==> config.mk <==
export PLATFORM = sky130hd
export DESIGN_NAME = sat_add_arbiter
export DESIGN_NICKNAME = d
export VERILOG_FILES = /design/src/rtl/sat_add_arbiter_pkg.sv /design/src/rtl/sat_add_arbiter_rr_pick.sv /design/src/rtl/sat_add_arbiter.sv
export SDC_FILE = /design/constraint.sdc
export NUM_CORES = 1
export LEC_CHECK = 0
export ABC_AREA = 1
export CORE_MARGIN = 5
export CORE_UTILIZATION = 44
export DETAILED_ROUTE_END_ITERATION = 16
export PLACE_DENSITY = 0.79
export SLEW_MARGIN = 20
export SYNTH_ARGS = -nofsm -noshare
export SYNTH_HDL_FRONTEND = slang
export SYNTH_SLANG_ARGS = --single-unit
export TNS_END_PERCENT = 50
==> constraint.sdc <==
create_clock -name clk -period 3.03 [get_ports clk]
set_input_delay 0.606 -clock clk [delete_from_list [all_inputs] [get_ports clk]]
set_output_delay 0.606 -clock clk [all_outputs]
set_load 0.005 [all_outputs]
==> src/rtl/sat_add_arbiter_pkg.sv <==
// Shared constants and state encoding for the shared Q5.15 saturating adder.
// Q5.15 layout: 1 sign bit, 5 integer bits, 15 fraction bits.
package sat_add_arbiter_pkg;

    localparam int INT_W    = 5;
    localparam int FRAC_W   = 15;
    localparam int SIZE_DEF = 1 + INT_W + FRAC_W;

    localparam logic [SIZE_DEF-1:0] SAT_MAX = 21'h0FFFFF;
    localparam logic [SIZE_DEF-1:0] SAT_MIN = 21'h100000;

    typedef enum logic {
        IDLE = 1'b0,
        CALC = 1'b1
    } state_t;

endpackage

==> src/rtl/sat_add_arbiter_rr_pick.sv <==
// Combinational round-robin picker: first set req bit at or above ptr,
// wrapping at NREQ.
module sat_add_arbiter_rr_pick #(
    parameter int NREQ = 4,
    parameter int IDW  = 2
) (
    input  logic [NREQ-1:0] req,
    input  logic [IDW-1:0]  ptr,
    output logic [NREQ-1:0] win_oh,
    output logic [IDW-1:0]  win_idx
);

    always_comb begin
        int  j;
        logic found;
        win_oh  = '0;
        win_idx = '0;
        found   = 1'b0;
        j       = 0;
        for (int k = 0; k < NREQ; k++) begin
            j = int'(ptr) + k;
            if (j >= NREQ) j = j - NREQ;
            if (!found && req[j]) begin
                found      = 1'b1;
                win_oh[j]  = 1'b1;
                win_idx    = IDW'(j);
            end
        end
    end

endmodule

==> src/rtl/sat_add_arbiter.sv <==
// One signed Q5.15 saturating adder shared round-robin between NREQ requesters.
// Define SAT_ADD_ARB_STATS_EN to build the saturation event counter.
module sat_add_arbiter
    import sat_add_arbiter_pkg::*;
#(
    parameter int SIZE = SIZE_DEF,
    parameter int NREQ = 4,
    parameter int IDW  = 2
) (
    input  logic                 clk,
    input  logic                 rst_n,
    input  logic [NREQ-1:0]      req,
    input  logic [NREQ*SIZE-1:0] op_a,
    input  logic [NREQ*SIZE-1:0] op_b,
    output logic [NREQ-1:0]      gnt,
    output logic                 done,
    output logic [IDW-1:0]       done_id,
    output logic [SIZE-1:0]      sum,
    output logic                 sat,
    output logic                 busy,
    input  logic                 stat_clr,
    output logic [15:0]          sat_cnt
);

    state_t          state;
    logic [IDW-1:0]  ptr;
    logic [IDW-1:0]  id_q;
    logic [SIZE-1:0] a_q;
    logic [SIZE-1:0] b_q;

    logic [NREQ-1:0] win_oh;
    logic [IDW-1:0]  win_idx;
    logic [SIZE-1:0] a_sel;
    logic [SIZE-1:0] b_sel;

    logic [SIZE-1:0] raw;
    logic            pos_ovf;
    logic            neg_ovf;
    logic [SIZE-1:0] sat_val;

    sat_add_arbiter_rr_pick #(
        .NREQ (NREQ),
        .IDW  (IDW)
    ) u_pick (
        .req     (req),
        .ptr     (ptr),
        .win_oh  (win_oh),
        .win_idx (win_idx)
    );

    // One-hot AND-OR mux keeps operand selection free of index arithmetic.
    always_comb begin
        a_sel = '0;
        b_sel = '0;
        for (int i = 0; i < NREQ; i++) begin
            if (win_oh[i]) begin
                a_sel = a_sel | op_a[i*SIZE +: SIZE];
                b_sel = b_sel | op_b[i*SIZE +: SIZE];
            end
        end
    end

    always_comb begin
        raw     = a_q + b_q;
        pos_ovf = ~a_q[SIZE-1] & ~b_q[SIZE-1] &  raw[SIZE-1];
        neg_ovf =  a_q[SIZE-1] &  b_q[SIZE-1] & ~raw[SIZE-1];
        sat_val = raw;
        if (pos_ovf) sat_val = SAT_MAX;
        if (neg_ovf) sat_val = SAT_MIN;
    end

    always_ff @(posedge clk) begin
        if (!rst_n) begin
            state   <= IDLE;
            ptr     <= '0;
            id_q    <= '0;
            a_q     <= '0;
            b_q     <= '0;
            gnt     <= '0;
            done    <= 1'b0;
            done_id <= '0;
            sum     <= '0;
            sat     <= 1'b0;
            busy    <= 1'b0;
        end else begin
            gnt  <= '0;
            done <= 1'b0;
            case (state)
                IDLE: begin
                    if (|req) begin
                        a_q   <= a_sel;
                        b_q   <= b_sel;
                        id_q  <= win_idx;
                        gnt   <= win_oh;
                        busy  <= 1'b1;
                        state <= CALC;
                    end
                end
                CALC: begin
                    sum     <= sat_val;
                    sat     <= pos_ovf | neg_ovf;
                    done_id <= id_q;
                    done    <= 1'b1;
                    busy    <= 1'b0;
                    ptr     <= (id_q == IDW'(NREQ-1)) ? '0 : id_q + 1'b1;
                    state   <= IDLE;
                end
                default: state <= IDLE;
            endcase
        end
    end

`ifdef SAT_ADD_ARB_STATS_EN
    logic [15:0] cnt_q;

    // Counts at the same edge that publishes the saturated result.
    always_ff @(posedge clk) begin
        if (!rst_n) begin
            cnt_q <= '0;
        end else if (stat_clr) begin
            cnt_q <= '0;
        end else if (state == CALC && (pos_ovf | neg_ovf) && cnt_q != 16'hFFFF) begin
            cnt_q <= cnt_q + 16'd1;
        end
    end

    assign sat_cnt = cnt_q;
`else
    logic unused_stat_clr;

    assign unused_stat_clr = stat_clr;
    assign sat_cnt         = '0;
`endif

endmodule

==> results of run 1 <==
worst max-delay path: stages (launching register included):
cell and delay [ns]:
dfxtp_1 0.33, ha_2 0.20, inv_1 0.06, fa_2 0.38
inv_2 0.08, nand3_2 0.08, nand2_2 0.08, nand2_2 0.06
nand2_2 0.07, nand2_1 0.05, nand2_1 0.07, a21oi_2 0.08
fa_1 0.61, nand2_1 0.08, inv_2 0.08, nor2_4 0.05
buf_6 0.14, buf_4 0.13, o21ai_0 0.07, nand2_1 0.07
layout make-up:
type / count / area share
clock inverters: 2 / 0.00158
repair inverters: 1 / 0.000948
repair buffers: 226 / 0.280
well taps: 147 / 0.0232
inverters: 49 / 0.0232
multi-input cells: 716 / 0.446
clock buffers: 12 / 0.0299
flip-flops and latches: 77 / 0.195
cell families after synthesis:
logic type | synth area share
buf+inv | 0.0964
fa+ha+maj | 0.0700
simple gates | 0.419
flops | 0.286
other cells | 0.000695
xor+xnor | 0.00487
compound gates | 0.124
sequential cells by signal, indices dropped and copies added, names as in the netlist, 2 cells and up:
register	flops
a_q	21
b_q	21
sum	21
gnt	4
done_id	2
id_q	2
ptr	2
synth_stat cells, drive strengths merged:
cell type    n
a21boi       4
xor2         2
nor4         1
a31oi        1
xnor2        1
conb         1
o21bai       1
dfxtp       77
nand4        5
a21o         3
a21oi       74
o31ai        1
ha          27
nand3       72
inv         49
fa           2
o211ai       1
buf         34
a22o         4
nand3b       1
o32ai        1
nor3         5
nor2       113
or2          4
nand2      346
clkbuf      17
o21ai       30
o21a         1
power groups by stage:
stage | Sequential [mW] | Combinational (mW) | Clock, mW
after floorplan | 1.36 | 1.47 | 0
after global placement | 1.38 | 2.21 | 0
after detailed placement | 1.39 | 2.23 | 0
after CTS | 1.37 | 2.25 | 0.938
after global routing | 1.42 | 2.65 | 0.997
final | 1.39 | 2.36 | 0.929
metal layers:
layer / vias to the layer above / share of wire / track usage
li1: 3183 / - / -
met1: 2655 / 0.43 / 0.292
met2: 188 / 0.49 / 0.388
met3: 25 / 0.062 / 0.0458
met4: 0 / 0.020 / 0.0751
met5: - / 0 / 0
what timing repair did:
item                       in CTS  in global routing
gates resized for setup         1                 35
setup endpoints to repair       1                 20
cloned                          0                  2
setup buffers                   0                  5
pin swaps                       0                  7
final timing paths:
check	cells past startpoint	end	startpoint	slack, ns
setup / recovery	19	sum[19]	b_q[0]	0.16
hold / removal	2	sum[13]	sum[13]	0.45
hold reg to reg	2	sum[13]	sum[13]	0.45
setup reg to reg	19	sum[19]	b_q[0]	0.16
metrics by stage:
| step | cells | setup TNS [ns] | setup slack, ns | area (um2) | total power, mW |
|---|---|---|---|---|---|
| 2_1_floorplan | 893 | 0 | 0.288 | 5460 | 2.83 |
| 3_3_place_gp | 1209 | 0 | 0.131 | 7490 | 3.59 |
| 3_5_place_dp | 1209 | 0 | 0.0134 | 7490 | 3.62 |
| 4_1_cts | 1223 | 0 | 0.0791 | 7740 | 4.55 |
| 5_1_grt | 1230 | -0.0879 | -0.0197 | 7920 | 5.06 |
| 6_report | 1230 | 0 | 0.161 | 7920 | 4.68 |
==> run summary, run 1 <==
Most common cell after layout, fill and taps aside -> nand2_1
Net Sw Frac -> 0.399
Antenna violations before repair -> 0
Yosys cell types -> 38
Leakage -> 3.69 nW
Final period util -> 0.947
Flop and latch count out of synthesis -> 77
# diodes -> 0
DPL Wire Length -> 13.6 mm
Clk_lat worst skew -> 0.34 ns
H-tree depth -> 3
Maximum VDD drop -> 0.326 mV
Worst Path Arrival -> 3.09 ns
Share of layout cells above drive strength 1 -> 0.0849
Vias in the first global route -> 5596
Worst hold path class -> register to register
CP Class -> register to register
Area leader, netlist -> dfxtp_1
Rows -> 40
Top Ports -> 221
Syn Std Cell Area -> 0.00540 mm2
Psw -> 1.87 mW
Share of the synthesized area in the top cell type -> 0.286
Clk pin slew, worst setup/hold paths -> 0.05 ns
Post-synthesis instance total -> 878
Final Max Slew Viols -> 0
Worst-margin pin slew -> 1.07 ns
Final hold violation count -> 0
Detail Route Antenna Nets -> 0
Relative slew margins -> 0.284
P&R area growth vs syn -> 46.7%
CP Max Fanout -> 8
Final wirelength -> 17.5 mm
Drt pass-1 iters -> 7
Most frequent cells in the layout -> nand2_1, clkdlybuf4s50_1, nor2_1, dfxtp_1, a21oi_1
Crit path required time -> 3.25 ns
Skew final -> 0.00392 ns
Die area -> 0.0146 mm2
I/O Buffers -> 203
DR DRC count -> 0
Synth area leaders -> dfxtp_1, nand2_1, nor2_1
Power per cell area -> 591 mW/mm2
Sequential Power Share -> 0.297
# setup viols final -> 0
Number of max-cap violations -> 0
Status -> complete, no violations
Int Power -> 2.81 mW
Hold WS -> 0.447 ns
Final Wtd Congestion -> 0.920
CTS tree -> yes
Syn avg cell area -> 6.15 um2
Routed vias -> 6051
Pin count of the biggest net entering global routing -> 49
Root Buffer -> clkbuf_16
Clock share of power -> 0.199
Multi-input gate area -> 0.00353 mm2
CP startpoint kind -> register
Drt first-iter violations -> 350
Vias per inst -> 4.92
Longest Clk Path Bufs -> 2
Gr usage total -> 0.229
CTS buffer count -> 9
CP Capture Type -> register
# hold bufs at CTS -> 0
NumNets Final -> 1284
Logic pwr share -> 0.505
Die X -> 121 um
FF/Latch Area -> 0.00154 mm2
Initial Util -> 0.449
Die Span Y -> 121 um
Clock Sinks -> 77
First-pass GRT wire length -> 27.0 mm
Fmax -> 349 MHz
GRT Residual Overflow -> 0
Core outline area -> 0.0120 mm2
Sequential share of the synthesized area -> 0.286
Yosys warns -> 0
Avg WL per Cell -> 14.2 um
Final Critical Period -> 2.87 ns
Final core area utilization -> 0.659
Fillers -> 1127
(Power assumes the default switching activity.)
==> run 2: changes to the inputs <==
REMOVE_ABC_BUFFERS = 1   (was not set)
==> run 2 against run 1 <==
Compared with the run above:
- critical path depth shrank 2
- clock-buffer cell count shrank 3
- total power grew 7.4%
- setup slack gained 0.022 ns
- critical path type unchanged
- die area is the same
- largest power group unchanged
- utilization grew 2.1 points
==> run summary, run 2 (synthesized netlist as in run 1, its figures left out) <==
Leakage -> 3.90 nW (+5.7%)
Final wirelength -> 17.0 mm (-2.6%)
Root Buffer -> clkbuf_16
Most common cell after layout, fill and taps aside -> nand2_1
Die area -> 0.0146 mm2 (unchanged)
Final Max Slew Viols -> 0 (unchanged)
Maximum VDD drop -> 0.278 mV (-15%)
Placed Area -> 0.00776 mm2 (+3.6%)
CP Capture Type -> register
Reg2Reg Depth -> 17 (-2)
H-tree depth -> 3 (unchanged)
Slowest stage delay, CP -> 0.62 ns (about the same)
CP Max Fanout -> 4 (-4)
Drt pass-1 iters -> 5 (-2)
Longest Clk Path Bufs -> 2 (unchanged)
Antenna violations before repair -> 0 (unchanged)
Clock Sinks -> 77 (unchanged)
Vias in the first global route -> 5964 (+6.6%)
Final Critical Period -> 2.85 ns (-0.0216 ns)
Gr usage total -> 0.228 (-0.00151)
Hold WS -> 0.455 ns (+0.00828 ns)
Status -> complete, no violations
Top cell family by delay on the critical path -> adder cells
I/O Buffers -> 203 (unchanged)
CTS tree -> yes
Top Ports -> 221 (unchanged)
Power per cell area -> 615 mW/mm2 (+4.1%)
Buffers & Inverters on Critical Path -> 4 (-1)
Detail Route Antenna Nets -> 0 (unchanged)
GRT Residual Overflow -> 0 (unchanged)
Final period util -> 0.940 (-0.00713)
Hold path depth -> 2 (unchanged)
P&R area growth vs syn -> 51.2%
CP Class -> register to register
Avg WL per Cell -> 13.5 um (-5.0%)
Fmax -> 351 MHz (+0.76%)
Crit-path most repeated cell -> nand2_1
Final hold violation count -> 0 (unchanged)
Slowest cell on the critical path -> fa_1
Final Wtd Congestion -> 0.912 (-0.87%)
Vias per inst -> 4.92 (about the same)
Die Span Y -> 121 um (unchanged)
NumNets Final -> 1313 (+2.3%)
Worst Path Arrival -> 3.08 ns (about the same)
First-pass GRT wire length -> 27.2 mm (+0.97%)
Skew final -> 0.00764 ns (+0.00372 ns)
Inst Count DP -> 1242 (+2.7%)
DR DRC count -> 0 (unchanged)
Worst-margin pin slew -> 0.555 ns (-0.517 ns)
Rows -> 40 (unchanged)
DPL Wire Length -> 13.4 mm (-1.5%)
Routed vias -> 6200 (+2.5%)
Crit path required time -> 3.26 ns (about the same)
Pin count of the biggest net entering global routing -> 49 (unchanged)
Worst hold path class -> register to register
# diodes -> 0 (unchanged)
Clk_lat worst skew -> 0.34 ns (about the same)
# setup viols final -> 0 (unchanged)
CP startpoint kind -> register
Top flop regs -> a_q x21, b_q x21, sum x21
Final instance area -> 0.00816 mm2 (+3.1%)
Cell count along the critical path -> 17 (-2)
Core outline area -> 0.0120 mm2 (unchanged)
Share of layout cells above drive strength 1 -> 0.0978 (+0.0129)
Drt first-iter violations -> 291 (-17%)
Die X -> 121 um (unchanged)
Non-Filler Instances -> 1261 (+2.5%)
Crit-path cells -> ha_2, inv_1, fa_2, inv_1, nand3_1, nand2_2, nand2_1, nand2_1, nand2_1, nand2_1, a21oi_2, fa_1, nand2_1, inv_1, nor2_4, buf_4, a22o_1
Most frequent cells in the layout -> nand2_1, clkdlybuf4s50_1, nor2_1, dfxtp_1, a21oi_1
Relative slew margins -> 0.626 (+0.343)
CTS buffer count -> 9 (unchanged)
Initial Util -> 0.449 (unchanged)
Number of max-cap violations -> 0 (unchanged)
Clk pin slew, worst setup/hold paths -> 0.06 ns (about the same)
[run 2: cell count changes in the layout (fill, tap and decap cells not counted), moves of 3 or more]
cell,delta
buf_12,+4
buf_4,+28
clkbuf_1,-3
ha_1,+7
ha_4,-5
inv_1,+3
inv_2,-4
nand2_1,+3
nand2_2,-3
[run 2: worst reg2reg max path, cell delays in order, from the launching register on]
cell     delay [ns]
dfxtp_1        0.34
ha_2           0.19
inv_1          0.05
fa_2           0.35
inv_1          0.08
nand3_1        0.10
nand2_2        0.09
nand2_1        0.07
nand2_1        0.08
nand2_1        0.05
nand2_1        0.09
a21oi_2        0.07
fa_1           0.62
nand2_1        0.07
inv_1          0.10
nor2_4         0.07
buf_4          0.14
a22o_1         0.18
[run 2: final timing paths]
path | slack, ns | endpoint | from
hold / removal | 0.46 | sum[18] | sum[18]
setup reg to reg | 0.18 | sum[1] | a_q[0]
hold reg to reg | 0.46 | sum[18] | sum[18]
setup / recovery | 0.18 | sum[1] | a_q[0]
[run 2: where the power goes]
part	switching (mW)	total, mW	internal [mW]
Combinational	1.33	2.49	1.16
Sequential	0.135	1.37	1.23
Clock	0.445	1.17	0.725
Total	1.91	5.02	3.11
[run 2: final cells by class]
type	count	area (um2)
clock buffer	9	225
clock inverter	7	97.6
fill	1076	3850
inverter	49	186
multi-input combinational	716	3440
sequential	77	1540
tap	147	184
timing repair buffer	256	2490
[run 2: repair_timing]
action | 4_1_cts | 5_1_grt
gates resized for setup | 2 | 13
hold buffers | 0 | 0
endpoints found under the setup margin | 20 | 21
setup buffers | 2 | 0
pin swaps | 1 | 1
[run 2: through the flow]
step                      setup slack [ns]  setup TNS (ns)  utilization  power (mW)
after floorplan                    -0.0882           -1.55            -        2.70
after global placement              -0.324           -3.56        0.646        3.77
after detailed placement            -0.438           -5.64        0.646        3.81
after CTS                          0.00240               0        0.676        5.00
after global routing              -0.00603        -0.00603        0.680        5.42
final                                0.183               0        0.680        5.02
[run 2: layer usage]
layer | global-route usage | share of wire | up-vias
li1 | - | - | 3249
met1 | 0.278 | 0.43 | 2723
met2 | 0.403 | 0.48 | 212
met3 | 0.0519 | 0.072 | 16
met4 | 0.0595 | 0.013 | 0
met5 | 0 | 0 | -
==> run 3: changes to the inputs <==
ABC_AREA = not set   (was 1)
CORE_UTILIZATION = 43   (was 44)
SETUP_SLACK_MARGIN = 0.5   (was not set)
==> run 3 against run 2 <==
Compared with the run above:
- the flow now finishes with violations (negative setup slack)
- die area shrank 4.9%
- first-iteration DRC count is 34% higher
- setup slack got worse by 0.45 ns
- routed wire length is 16% higher
- utilization up 9.8 points
- final cell count decreased by 22%
- clock skew about the same
- sequential cell count unchanged
- non-clock buffer count grew 46
- combinational power up 9.6%
- synthesized cell count is 35% lower
- clock power grew 10%
- critical path type unchanged
- largest cell class unchanged
- largest power group unchanged
- highest routed layer unchanged
==> run summary, run 3 <==
Pin count of the biggest net entering global routing -> 52 (+6.1%)
I/O Buffers -> 203 (unchanged)
Final Max Slew Viols -> 0 (unchanged)
GRT Residual Overflow -> 0 (unchanged)
Most common cell after layout, fill and taps aside -> clkdlybuf4s50_1
Net Sw Frac -> 0.342 (-0.0383)
Detail Route Antenna Nets -> 0 (unchanged)
Core outline area -> 0.0114 mm2 (-4.9%)
CP Max Fanout -> 3 (-1)
Most frequent cells in the layout -> clkdlybuf4s50_1, a22oi_2, dfxtp_1, buf_4, o21ai_0
Top Ports -> 221 (unchanged)
Multi-input gate area -> 0.00364 mm2 (+5.6%)
Clock share of power -> 0.243 (+0.010)
Worst Path Arrival -> 3.51 ns (+0.43 ns)
Clock Sinks -> 77 (unchanged)
Sequential Power Share -> 0.243 (-0.029)
Top_reg_cell synth -> dfxtp_1
Antenna violations before repair -> 0 (unchanged)
Final Critical Period -> 3.29 ns (+0.446 ns)
Reg2Reg Depth -> 16 (-1)
Number of max-cap violations -> 0 (unchanged)
Clk pin slew, worst setup/hold paths -> 0.06 ns (about the same)
Relative slew margins -> 0.580 (-0.0467)
Crit path required time -> 3.24 ns (-0.02 ns)
Sequential share of the synthesized area -> 0.309 (+0.0233)
Reg2reg end -> sum[19]
CTS tree -> yes
Routed vias -> 5763 (-7.0%)
Setup slack after placement -> -0.546 ns (-0.108 ns)
Die area -> 0.0139 mm2 (-4.9%)
Final Wtd Congestion -> 0.895 (-2.0%)
Crit. Startpoint -> b_q[0]
Die Span Y -> 118 um (-2.5%)
# diodes -> 0 (unchanged)
CP Capture Type -> register
Worst setup margin -> -0.263 ns (-0.446 ns)
FFs w/ async S/R, synth -> 0 (unchanged)
CTS buffer count -> 9 (unchanged)
Drt pass-1 iters -> 5 (unchanged)
Worst hold path class -> register to register
Drt first-iter violations -> 390 (+34%)
Most common cell in the synthesized netlist -> dfxtp_1
Tot Pwr -> 5.32 mW (+5.9%)
Post-synth EDFFs -> 0 (unchanged)
DR DRC count -> 0 (unchanged)
H-tree depth -> 3 (unchanged)
Final period util -> 1.09 (+0.147)
Final hold violation count -> 0 (unchanged)
Int Power -> 3.50 mW (+12%)
Worst R2R Setup Slack -> -0.26 ns (-0.45 ns)
Share of layout cells above drive strength 1 -> 0.293 (+0.195)
Psw -> 1.82 mW (-4.8%)
Die X -> 118 um (-2.5%)
Power per cell area -> 599 mW/mm2 (-2.6%)
Final wirelength -> 19.8 mm (+16%)
Yosys cell types -> 65 (+71%)
Share of the synthesized area in the top cell type -> 0.309 (+0.0233)
Root Buffer -> clkbuf_16
Flop and latch count out of synthesis -> 77 (unchanged)
Leakage -> 3.44 nW (-12%)
Maximum VDD drop -> 0.523 mV (+88%)
Gr usage total -> 0.243 (+0.0150)
Worst reg2reg startpoint -> b_q[0]
Syn avg cell area -> 8.79 um2 (+43%)
Top flop regs -> a_q x21, b_q x21, sum x21
Area leader, netlist -> dfxtp_1
DPL Wire Length -> 13.3 mm (-0.84%)
# setup viols final -> 21 (+21)
Avg WL per Cell -> 20.1 um (+49%)
FF/Latch Area -> 0.00155 mm2 (+0.32%)
NumNets Final -> 1043 (-21%)
Most instantiated cells after synthesis -> dfxtp_1, a22oi_1, o21ai_0, a31oi_1, nand2_1
Fmax -> 304 MHz (-14%)
Rows -> 39 (-2.5%)
Syn Std Cell Area -> 0.00499 mm2 (-7.5%)
Fillers -> 736 (-32%)
Skew final -> 0.00766 ns (+0.0000262 ns)
Status -> finished, violations left
Critical path endpoint -> sum[19]
First-pass GRT wire length -> 28.1 mm (+3.4%)
Worst-margin pin slew -> 0.628 ns (+0.0731 ns)
Longest Clk Path Bufs -> 2 (unchanged)
Logic pwr share -> 0.514 (+0.019)
Vias per inst -> 5.84 (+19%)
RSZ-0062 raised after global routing -> true
CP Class -> register to register
Synth area leaders -> dfxtp_1, a22oi_1, o21ai_0
Clk_lat worst skew -> 0.33 ns (about the same)
Yosys warns -> 0 (unchanged)
Vias in the first global route -> 5709 (-4.3%)
Initial Util -> 0.437 (-0.0123)
CP startpoint kind -> register
Failing checks -> negative setup slack
Hold WS -> 0.447 ns (-0.00801 ns)
Post-synthesis instance total -> 568 (-35%)
P&R area growth vs syn -> 77.8%
[run 3: worst min-delay path by stage]
stage                 start      end  slack (ns)  cells past startpoint
floorplan           sum[10]  sum[10]        0.43                      2
global placement     sum[5]   sum[5]        0.42                      2
detailed placement   sum[9]   sum[9]        0.43                      2
CTS                  sum[3]   sum[3]        0.45                      2
global route         sum[2]   sum[2]        0.47                      2
finish               sum[9]   sum[9]        0.45                      2
[run 3: cell type report]
class	instances	area share
well taps	143	0.0202
clock buffers	11	0.0285
repair buffers	302	0.351
inverters	11	0.00465
clock inverters	5	0.0120
flip-flops and latches	77	0.174
multi-input cells	438	0.410
[run 3: through the flow]
stage	utilization	area, um2	setup TNS, ns	instances
final	0.777	8870	-3.22	987
after global routing	0.777	8870	-6.71	987
after CTS	0.722	8250	-2.72	968
after detailed placement	0.659	7530	-8.94	943
after global placement	0.659	7530	-6.62	943
after floorplan	-	4670	-24.02	526
[run 3: routing by layer]
layer  part of all wire  GRT usage  vias to the layer above
met5                  0          0                        -
met2               0.52      0.442                      224
met3              0.059     0.0408                       33
met1               0.40      0.290                     2812
li1                   -          -                     2694
met4              0.024     0.0738                        0
[run 3: logic make-up (layout without fill, tap and decap cells)]
family,Yosys count,in the layout,synth area share
other cells,1,16,0.000751
xor+xnor,14,14,0.0246
compound gates,263,263,0.365
mux,12,12,0.0356
buf+inv,68,329,0.0837
simple gates,104,104,0.106
flops,77,77,0.309
fa+ha+maj,29,29,0.0757
[run 3: worst max-delay path, stage by stage, from the launching register on]
cell	delay (ns)
dfxtp_2	0.35
ha_4	0.14
inv_2	0.03
fa_2	0.36
nor2b_4	0.16
o2111ai_4	0.15
a31oi_4	0.21
a32o_2	0.21
a211o_1	0.09
a21o_1	0.13
a21oi_2	0.06
fa_2	0.57
nand2b_4	0.15
buf_6	0.11
nand3_2	0.08
nor4_2	0.29
nor3_1	0.08
[run 3: power by group through the flow]
stage,Sequential [mW],Clock [mW],Combinational (mW)
after floorplan,1.29,0,1.02
after global placement,1.30,0,1.96
after detailed placement,1.30,0,2.01
after CTS,1.29,1.29,2.23
after global routing,1.31,1.34,2.91
final,1.29,1.29,2.73
[run 3: repair_timing]
action | in CTS | in global routing
setup endpoints to repair | 65 | 64
buffers inserted | 8 | 12
gates resized for setup | 78 | 81
hold buffers | 0 | 0
pin swaps | 32 | 100
cloned | 1 | 7
